[src/rtl/ulpi_pkg.sv]
// ulpi_pkg: ULPI register addresses and the PHY init write table
package ulpi_pkg;
  localparam logic [5:0] FUNC_CTRL = 6'h04;
  localparam logic [5:0] IFC_CTRL = 6'h07;
  localparam logic [5:0] OTG_CTRL = 6'h0A;
  localparam int N_WRITES = 3;
  localparam int IDX_W = $clog2(N_WRITES + 1);
  typedef logic [IDX_W-1:0] idx_t;
  typedef struct packed {
    logic [5:0] addr;
    logic [7:0] data;
  } ulpi_wr_t;
  // FUNC_CTRL 0x49: non-driving, full speed, SuspendM=1
  localparam ulpi_wr_t [0:N_WRITES-1] INIT_TABLE = '{
    '{FUNC_CTRL, 8'h49},
    '{OTG_CTRL, 8'h00},
    '{IFC_CTRL, 8'h00}
  };
endpackage

[src/rtl/ulpi_init_rom.sv]
// ulpi_init_rom: combinational lookup of the init table entry for an index
module ulpi_init_rom
  import ulpi_pkg::*;
(
  input  idx_t     idx,
  output ulpi_wr_t entry
);
  assign entry = (idx < idx_t'(N_WRITES)) ? INIT_TABLE[idx] : '0;
endmodule

[src/rtl/ulpi_init_seq.sv]
// ulpi_init_seq: issues the ULPI PHY init register writes after a start-up delay
module ulpi_init_seq
  import ulpi_pkg::*;
#(
  parameter int STARTUP_DELAY = 1024,
  parameter int TIMEOUT_CYCLES = 255
) (
  input  logic       clk,
  input  logic       rst,
  input  logic       START,
  input  logic       DIR,
  input  logic       WR_BUSY,
  output logic       WRITE_DATA,
  output logic [7:0] DATA,
  output logic [5:0] ADDR,
  output logic       BUSY,
  output logic       DONE,
  output logic       ERROR
);
  localparam logic [2:0] S_IDLE = 3'd0;
  localparam logic [2:0] S_DELAY = 3'd1;
  localparam logic [2:0] S_WAIT_BUS = 3'd2;
  localparam logic [2:0] S_ISSUE = 3'd3;
  localparam logic [2:0] S_WAIT_ACK = 3'd4;
  localparam logic [2:0] S_WAIT_DONE = 3'd5;
  localparam logic [2:0] S_FINISH = 3'd6;
  localparam logic [2:0] S_FAIL = 3'd7;
  localparam int MAXC = STARTUP_DELAY > TIMEOUT_CYCLES ? STARTUP_DELAY : TIMEOUT_CYCLES;
  localparam int CW = $clog2(MAXC + 2);
  // counters count down to zero, so loading N-1 gives N cycles in the state
  localparam logic [CW-1:0] D_LOAD = CW'(STARTUP_DELAY - 1);
  localparam logic [CW-1:0] T_LOAD = CW'(TIMEOUT_CYCLES - 1);
  logic [2:0] state;
  logic [CW-1:0] cnt;
  idx_t idx;
  idx_t idx_nxt;
  logic last;
  ulpi_wr_t entry;
  ulpi_init_rom u_rom (
    .idx  (idx),
    .entry(entry)
  );
  assign idx_nxt = idx + idx_t'(1);
  assign last = idx_nxt == idx_t'(N_WRITES);
  always_ff @(posedge clk) begin
    if (rst) begin
      state <= S_IDLE;
      cnt <= '0;
      idx <= '0;
      WRITE_DATA <= 1'b0;
      DATA <= '0;
      ADDR <= '0;
      BUSY <= 1'b0;
      DONE <= 1'b0;
      ERROR <= 1'b0;
    end else begin
      WRITE_DATA <= 1'b0;
      case (state)
        S_IDLE, S_FINISH, S_FAIL:
          if (START) begin
            state <= (STARTUP_DELAY == 0) ? S_WAIT_BUS : S_DELAY;
            cnt <= D_LOAD;
            idx <= '0;
            BUSY <= 1'b1;
            DONE <= 1'b0;
            ERROR <= 1'b0;
          end
        S_DELAY:
          if (cnt == '0) state <= S_WAIT_BUS;
          else cnt <= cnt - CW'(1);
        S_WAIT_BUS:
          if (!DIR) begin
            state <= S_ISSUE;
            WRITE_DATA <= 1'b1;
            ADDR <= entry.addr;
            DATA <= entry.data;
          end
        S_ISSUE: begin
          state <= S_WAIT_ACK;
          cnt <= T_LOAD;
        end
        S_WAIT_ACK:
          if (WR_BUSY) begin
            state <= S_WAIT_DONE;
            cnt <= T_LOAD;
          end else if (cnt == '0) begin
            state <= S_FAIL;
            BUSY <= 1'b0;
            ERROR <= 1'b1;
          end else cnt <= cnt - CW'(1);
        S_WAIT_DONE:
          if (!WR_BUSY) begin
            idx <= idx_nxt;
            state <= last ? S_FINISH : S_WAIT_BUS;
            BUSY <= !last;
            DONE <= last;
          end else if (cnt == '0) begin
            state <= S_FAIL;
            BUSY <= 1'b0;
            ERROR <= 1'b1;
          end else cnt <= cnt - CW'(1);
        default: state <= S_IDLE;
      endcase
    end
  end
endmodule

[config.mk]
export PLATFORM = sky130hd
export DESIGN_NAME = ulpi_init_seq
export DESIGN_NICKNAME = d
export VERILOG_FILES = /design/src/rtl/ulpi_pkg.sv /design/src/rtl/ulpi_init_rom.sv /design/src/rtl/ulpi_init_seq.sv
export SDC_FILE = /design/constraint.sdc
export NUM_CORES = 1
export LEC_CHECK = 0
export ABC_AREA = 1
export CAP_MARGIN = 20
export CORE_MARGIN = 2
export CORE_UTILIZATION = 35
export CTS_CLUSTER_SIZE = 12
export DETAILED_ROUTE_END_ITERATION = 12
export PLACE_DENSITY = 0.64
export SLEW_MARGIN = 20
export SYNTH_ARGS = -nofsm -noshare
export SYNTH_HDL_FRONTEND = slang
export SYNTH_SLANG_ARGS = --single-unit
[constraint.sdc]
create_clock -name clk -period 2.6 [get_ports clk]
set_clock_uncertainty 0.05 [all_clocks]
set_input_delay 0.39 -clock clk [delete_from_list [all_inputs] [get_ports clk]]
set_output_delay 0.39 -clock clk [all_outputs]
set_load 0.05 [all_outputs]
# Word-level counts from Yosys, hierarchy flattened
# Cells that the tools add are included.
[word_totals]
output_inout_bits = 18
ff_bits = 34
wordCells = 77
in_bits = 5
[classes]
muxes = 33
n_lt_le_gt_ge = 2
bitwise_logic = 3
n_addsub = 2
reduce_logical = 14
n_eq_ne = 14
[ops]
columns = ["cell", "count"]
rows = [
  ["$pmux 11 s5", 1],
  ["$mux 11", 4],
  ["$mux 14", 3],
  ["$bmux 14 s2", 1],
  ["$mux 3", 7],
  ["$pmux 3 s6", 1],
  ["$eq 3x3->1 const B", 4],
  ["$ne 2x2->1 const B", 6],
  ["$reduce_and 3->1", 4],
  ["$logic_not 11->1", 1],
  ["$sub 11x1->11 const B", 1],
  ["$mux 1", 10],
  ["$eq 3x2->1 const B", 2],
  ["$pmux 1 s3", 2],
  ["$reduce_bool 5->1", 1],
  ["$mux 2", 2],
  ["$pmux 2 s2", 1],
  ["$reduce_and 4->1", 1],
  ["$eq 3x1->1 const B", 1],
  ["$ge 3x3->1 const B", 1],
  ["$logic_not 3->1", 1],
  ["$not 2->3", 1],
  ["$reduce_bool 3->1", 1],
  ["$reduce_or 3->1", 1],
  ["9 further kinds", 10],
]

# Longest topological paths before layout
# Gate-level depths: netlist (run 1).
[depth]
ltp_word = 5
ltp_mapped = 11
mapped_depth_nobuf = 10

# Modules after synthesis
# From an unflattened synthesis (run 1), not the netlist that was laid out.
[unflattened]
cells_unflattened = 281
hier_area_um2 = 1969.4
[by_module_without_submodules]
columns = ["module", "n_inst", "area_each_um2", "cells_each"]
rows = [
  ["ulpi_init_seq", 1, 1820.5, 262],
  ["ulpi_init_rom", 1, 148.9, 19],
]

# Worst setup path after synthesis (run 1)
# No wires, ideal clock.
[synth_path]
path_type = "reg2reg"
startpoint = "register cnt[0]"
endpoint = "register cnt[10]"
arrival_time_ps = 1352
stages_incl_launch_ff = 10
slack_ps = 1081
cell_sequence = "dfxtp_1 > inv_1 > ha_1 > nand2_1 > nor2_4 > nand2_2 > inv_1 > nor2_1 > o21ai_0 > nor2_1"
[synth_between]
elab_chain_cells = 4
[synth_lines]
columns = ["item", "line_no", "rtl"]
rows = [
  ["start: declaration", "ulpi_init_seq.sv:34", "logic [CW-1:0] cnt;"],
  ["start signal: assignment", "ulpi_init_seq.sv:70", "else cnt <= cnt - CW'(1);"],
  ["start signal: assignment", "ulpi_init_seq.sv:90", "end else cnt <= cnt - CW'(1);"],
  ["start signal: assignment", "ulpi_init_seq.sv:101", "end else cnt <= cnt - CW'(1);"],
  ["$sub 11x1->11 / $logic_not 11->1 (equally long branches)", "-", ""],
  ["$mux 11 (*)", "ulpi_init_seq.sv:69, ulpi_init_seq.sv:86, ulpi_init_seq.sv:97", ""],
  ["$mux 11 (on tied branches)", "ulpi_init_seq.sv:92, ulpi_init_seq.sv:83", ""],
  ["$pmux 11 s5 (*)", "ulpi_init_seq.sv:58", "case (state)"],
]
# Every way passes the cells marked *; elsewhere a longest branch is shown, timed or not. The select of a mux whose other input is x is not followed.
# A chain may end at the register's enable or synchronous reset.

==> reports/qor.txt, run 1 <==
commonest non-fill, non-tap cell in the layout -> nand2_1
CTS Hold Bufs -> 0
Clk Latency, worst-skew pair -> 0.27 ns
DR pass1 iterations -> 4
Critical Path RT -> 2.16 ns
via count -> 1439
Peak Freq -> 0.5270 GHz
initial antenna violation count -> 0
worst reg2reg path endpoint -> cnt[10]$_SDFFE_PP0P_
reg2reg start -> cnt[0]$_SDFFE_PP0P_
largest net degree at the start of global routing -> 16
post-synthesis instance area -> 1563 µm²
CTS tree -> built
Post-synth EDFFs -> 0
number of gates resized after cts -> 0
Synth Instances -> 234
total setup buffers inserted after CTS -> 0
DRT antenna net count -> 0
fraction of layout cells with a size suffix above 1 -> 9.677%
status -> complete, no violations
Max Cap Viol -> 0
critical path launch point type -> flip-flop
top cells by area, synth -> dfxtp_1 32%, nand2_1 12%, nor2_1 8.4%
Routed WL per cell -> 10.93 µm
# fillers -> 472
Port Buffers -> 15
routability cong. -> 0.8873
most frequent cells in the layout -> 49 x nand2_1, 35 x nor2_1, 30 x inv_1, 25 x dfxtp_1, 19 x a21oi_1
cells along the critical path -> clkdlybuf4s50_1
WP buf/inv -> 1
CTS root buf -> clkbuf_8
Nets -> 259
register bit total from synthesis -> 25
post-DP HPWL -> 2524 µm
Top delay family on crit path -> buffers and inverters
Unique masters post-synth -> 30
post-synthesis sequential area ratio -> 32.03%
chip width -> 70.82 µm
site row count -> 24
min-delay worst type -> reg2reg
GRT Residual Overflow -> 0
Final setup viols -> 0
DR iter-0 viols -> 53
hold path start -> ADDR[0]$_SDFFE_PP0P_
Crit. End Element -> output pin
Ports -> 23
Leakage -> 0.8218 nW
dominant cell type by area after synthesis -> dfxtp_1
vias in the first global route -> 1353
hold depth -> 2
placeable core region -> 4324 µm²
first-pass GRT wire length -> 5892 µm
Syn Area/Cell -> 6.678 µm²
Placed Instances -> 296
Primary FF master, synth -> dfxtp_1
TNS Setup -> 0 ns
Initial Util -> 36.14%
DRC violations left -> 0
Area growth syn-to-layout -> 12.97%
Post-synth ARST share -> 0%
R2R Setup Slk -> 0.78 ns
Post-Layout Cell Count -> 300
Rel. slew slack -> 66.72%
drt via density -> 4.797
TritonCTS sink count -> 25
clock slew at reported path FFs -> 0.09 ns
Synth top area share -> 32.03%
worst IR drop on VDD -> 0.0006240 V
CP Class -> reg2out
minimum clock period -> 1.898 ns
Total Routing Usage GR -> 14.16%
clock buffer depth -> 2
drt total wl -> 3278 µm
die area -> 5015 µm²
total CTS buffers -> 3
number of diodes -> 0
RSZ-0062 raised after global routing -> no
Worst path max stage delay -> 0.82 ns
Final Slew Violations -> 0
pwr dens -> 1192 nW/µm²
YS warnings -> 0
Period Utilization, post-route -> 72.98%
Max stage delay cell, worst path -> clkdlybuf4s50_1
chip height -> 70.82 µm
Reg2Reg Depth -> 9
H-tree depth -> 1
WP data arrival -> 1.46 ns
Pwr Total -> 2.105 mW
worst-path maximum fanout -> 4
measured slew at the worst slew-check pin -> 0.4977 ns
Hold Path End -> ADDR[0]$_SDFFE_PP0P_
endpoints failing hold -> 0
area by class of cell:
class                      instances  area [µm²]  area share (%)
clock inverter                     1       7.507          0.4252
multi-input combinational        170       865.8           49.04
sequential                        25       500.5           28.35
tap                               52       65.06           3.685
inverter                          32       120.1           6.804
clock buffer                       3       41.29           2.339
timing repair buffer              17       165.2           9.355
stage by stage:
step | util, % | instance area, µm² | hold WS (ns) | setup WS (ns)
2_1_floorplan | - | 1585 | 0.4091 | 1.081
3_3_place_gp | 39.70 | 1717 | 0.4018 | 0.5365
3_5_place_dp | 39.70 | 1717 | 0.4064 | 0.4773
4_1_cts | 40.83 | 1765 | 0.4213 | 0.6828
5_1_grt | 40.83 | 1765 | 0.4452 | 0.5730
6_report | 40.83 | 1765 | 0.4170 | 0.7024
worst max-delay path by stage:
stage,startpoint,end,slack [ns],cells past startpoint
6_report,DATA[6]$_SDFFE_PP0P_,DATA[3],0.70,1
5_1_grt,cnt[0]$_SDFFE_PP0P_,cnt[10]$_SDFFE_PP0P_,0.57,9
4_1_cts,DATA[6]$_SDFFE_PP0P_,DATA[3],0.68,1
3_5_place_dp,WR_BUSY,cnt[3]$_SDFFE_PP0P_,0.48,9
3_3_place_gp,WR_BUSY,cnt[7]$_SDFFE_PP0P_,0.54,9
2_1_floorplan,cnt[0]$_SDFFE_PP0P_,cnt[10]$_SDFFE_PP0P_,1.08,9
state kept, by name (all words and copies together) (netlist names):
register / count
ADDR: 4
BUSY: 1
DATA: 1
DONE: 1
ERROR: 1
WRITE_DATA: 1
cnt: 11
idx: 2
state: 3
metal layers:
layer / wire length, µm / part of all wire, % / vias up / track usage [%]
li1: - / - / 757 / -
met1: 1599 / 49 / 653 / 18.39
met2: 1529 / 47 / 20 / 23.88
met3: 83 / 2.5 / 9 / 1.852
met4: 65 / 2.0 / 0 / 5.451
met5: 0 / 0 / - / 0
cells in the mapped netlist, types with 2 or more instances:
| cell type | instances |
|---|---|
| o21ai_0 | 13 |
| inv_2 | 2 |
| nand3_1 | 12 |
| inv_1 | 30 |
| a21oi_2 | 3 |
| a31oi_1 | 3 |
| ha_1 | 5 |
| nor3_1 | 2 |
| dfxtp_1 | 25 |
| nor2_1 | 35 |
| buf_4 | 9 |
| a21oi_1 | 19 |
| nand3_2 | 3 |
| nand4_1 | 2 |
| nand2_1 | 49 |
| a211oi_1 | 2 |
| xor2_1 | 2 |
| nor2_4 | 3 |
| buf_6 | 2 |
| nand2_2 | 3 |
cell families (layout without fill, tap and decap cells):
family	Yosys count	in the layout	share of synthesized area [%]
flops	25	25	32.03
simple gates	112	112	32.51
compound gates	44	44	16.09
buf+inv	45	53	14.01
xor+xnor	2	2	1.121
other cells	1	7	0.2400
fa+ha+maj	5	5	4.003
where the power goes:
part	internal [mW]	total, mW	switching [mW]	leakage (nW)
Combinational	0.410	1.25	0.839	0.594
Clock	0.109	0.234	0.126	0.0217
Sequential	0.513	0.621	0.108	0.206
Total	1.03	2.10	1.07	0.822
tightest hold or removal path: stages (launching register included):
cell and delay, ns:
dfxtp_1 0.32, nand2_1 0.06, a21oi_1 0.05
Power figures use the tool's default switching activity.
==> run 2, diff against run 1 <==
--- a/config.mk
+++ b/config.mk
@@ -11,7 +11,7 @@
 export CORE_UTILIZATION = 35
 export CTS_CLUSTER_SIZE = 12
 export DETAILED_ROUTE_END_ITERATION = 12
-export PLACE_DENSITY = 0.64
+export PLACE_DENSITY = 0.66
 export SLEW_MARGIN = 20
 export SYNTH_ARGS = -nofsm -noshare
 export SYNTH_HDL_FRONTEND = slang
==> constraint.sdc (replaced) <==
create_clock -name clk -period 1.7 [get_ports clk]
set_clock_uncertainty 0.05 [all_clocks]
set_input_delay 0.255 -clock clk [delete_from_list [all_inputs] [get_ports clk]]
set_output_delay 0.255 -clock clk [all_outputs]
set_load 0.05 [all_outputs]
==> run 2 against run 1 <==
- worst hold slack better by 0.0019 ns
- critical path type is now reg2reg
- global-route usage is 0.84 points lower
- clock power grew 55%
- non-clock buffer count increased by 12
- worst setup slack lost 0.55 ns
- register-to-register slack worse by 0.63 ns
==> reports/qor.txt, run 2 (same netlist as run 1, synthesis figures left out) <==
status -> complete, no violations
DR pass1 iterations -> 4 (unchanged)
number of diodes -> 0 (unchanged)
worst-path maximum fanout -> 6 (+2)
CP startpoint -> state[0]$_SDFFE_PP0P_
fraction of layout cells with a size suffix above 1 -> 20.38% (+11 points)
Area growth syn-to-layout -> 18.41%
max reg flops -> 11 (unchanged)
Critical Path RT -> 1.82 ns (-0.34 ns)
Reg2Reg Depth -> 10 (+1)
pwr dens -> 1834 nW/µm² (+54%)
CTS root buf -> clkbuf_8
Routed WL per cell -> 10.45 µm (-4.3%)
most frequent cells in the layout -> 48 x nand2_1, 34 x nor2_1, 30 x inv_1, 25 x buf_4, 24 x dfxtp_1
Clk Latency, worst-skew pair -> 0.27 ns (about the same)
GRT Residual Overflow -> 0 (unchanged)
Total Routing Usage GR -> 13.32% (-0.84 points)
reg2reg start -> state[0]$_SDFFE_PP0P_
chip width -> 70.82 µm (unchanged)
die area -> 5015 µm² (unchanged)
clock buffer depth -> 2 (unchanged)
post-route cell area -> 1851 µm² (+4.8%)
Port Buffers -> 15 (unchanged)
Peak Freq -> 0.6471 GHz
critical path launch point type -> flip-flop
pre-CTS setup slack -> -0.02311 ns (-0.5004 ns)
WP data arrival -> 1.66 ns (+0.20 ns)
hold slack -> 0.4189 ns (+0.001891 ns)
Critical Path End -> DONE$_SDFFE_PP0P_
DRC violations left -> 0 (unchanged)
worst IR drop on VDD -> 0.001215 V (+95%)
commonest non-fill, non-tap cell in the layout -> nand2_1
routability cong. -> 0.9346 (+5.3%)
worst reg2reg path endpoint -> DONE$_SDFFE_PP0P_
Largest regs -> cnt x11, ADDR x4, state x3
DR iter-0 viols -> 55 (+3.8%)
Post-Place Cell Area -> 1779 µm² (+3.6%)
site row count -> 24 (unchanged)
H-tree depth -> 1 (unchanged)
chip height -> 70.82 µm (unchanged)
clock slew at reported path FFs -> 0.09 ns (about the same)
initial antenna violation count -> 0 (unchanged)
RSZ-0062 raised after global routing -> yes
Final setup viols -> 0 (unchanged)
Nets -> 271 (+4.6%)
Initial Util -> 36.14% (unchanged)
Leakage -> 0.9092 nW (+11%)
first-pass GRT wire length -> 5609 µm (-4.8%)
hold path start -> ADDR[0]$_SDFFE_PP0P_
via count -> 1490 (+3.5%)
post-DP HPWL -> 2539 µm (+0.57%)
min-delay worst type -> reg2reg
Final Slew Violations -> 0 (unchanged)
Max Cap Viol -> 0 (unchanged)
hold depth -> 2 (unchanged)
CP Class -> reg2reg
drt total wl -> 3261 µm (-0.52%)
Period Utilization, post-route -> 90.90%
TritonCTS sink count -> 25 (unchanged)
number of gates resized after cts -> 0 (unchanged)
Crit. End Element -> flip-flop
Most flops, register -> cnt
CTS tree -> built
largest net degree at the start of global routing -> 16 (unchanged)
Pwr Total -> 3.394 mW (+61%)
drt via density -> 4.776 (-0.44%)
vias in the first global route -> 1354 (+0.074%)
total setup buffers inserted after CTS -> 0 (unchanged)
Util after Layout -> 42.80% (+2.0 points)
total CTS buffers -> 3 (unchanged)
endpoints failing hold -> 0 (unchanged)
minimum clock period -> 1.545 ns
Ports -> 23 (unchanged)
CTS Hold Bufs -> 0 (unchanged)
placeable core region -> 4324 µm² (unchanged)
R2R Setup Slk -> 0.15 ns (-0.63 ns)
Final WS setup -> 0.1547 ns (-0.5477 ns)
DRT antenna net count -> 0 (unchanged)
## run 2: per-layer routing
| layer | vias to the layer above | track usage (%) | routed length [µm] |
|---|---|---|---|
| met5 | - | 0 | 0 |
| met3 | 6 | 1.994 | 118 |
| met4 | 0 | 3.145 | 36 |
| met1 | 668 | 17.29 | 1557 |
| met2 | 30 | 23.26 | 1548 |
| li1 | 786 | - | - |
## run 2: worst min path at each step
stage,end
2_1_floorplan,ADDR[0]$_SDFFE_PP0P_
3_3_place_gp,ADDR[0]$_SDFFE_PP0P_
3_5_place_dp,ADDR[0]$_SDFFE_PP0P_
4_1_cts,ADDR[0]$_SDFFE_PP0P_
5_1_grt,BUSY$_SDFFE_PP0P_
6_report,ADDR[0]$_SDFFE_PP0P_
## run 2: power breakdown
part           switching (mW)  total [mW]  internal (mW)
clock                   0.196       0.362          0.166
sequential              0.171       0.958          0.787
combinational            1.34        2.07          0.738
## run 2: cell type report
class | instances | area (µm²)
clock buffers | 3 | 41.29
multi-input cells | 170 | 887.1
inverters | 32 | 120.1
flip-flops and latches | 25 | 501.7
repair buffers | 29 | 227.7
fillers | 460 | 2474
clock inverters | 1 | 7.507
well taps | 52 | 65.06
## run 2: worst max-delay path: stages, from the launching register on
cell and delay (ns):
dfxtp_1 0.43, inv_2 0.10, nor2_2 0.14, nand3_2 0.10
buf_4 0.16, nand2_1 0.06, nand2_1 0.12, inv_1 0.11
o21ai_2 0.06, o21ai_0 0.07, nor2_1 0.05
## run 2: metrics by stage
stage,std cells,setup TNS (ns)
floorplan,240,0
global placement,308,0
detailed placement,308,-0.02311
CTS,312,0
global route,312,-0.004918
finish,312,0
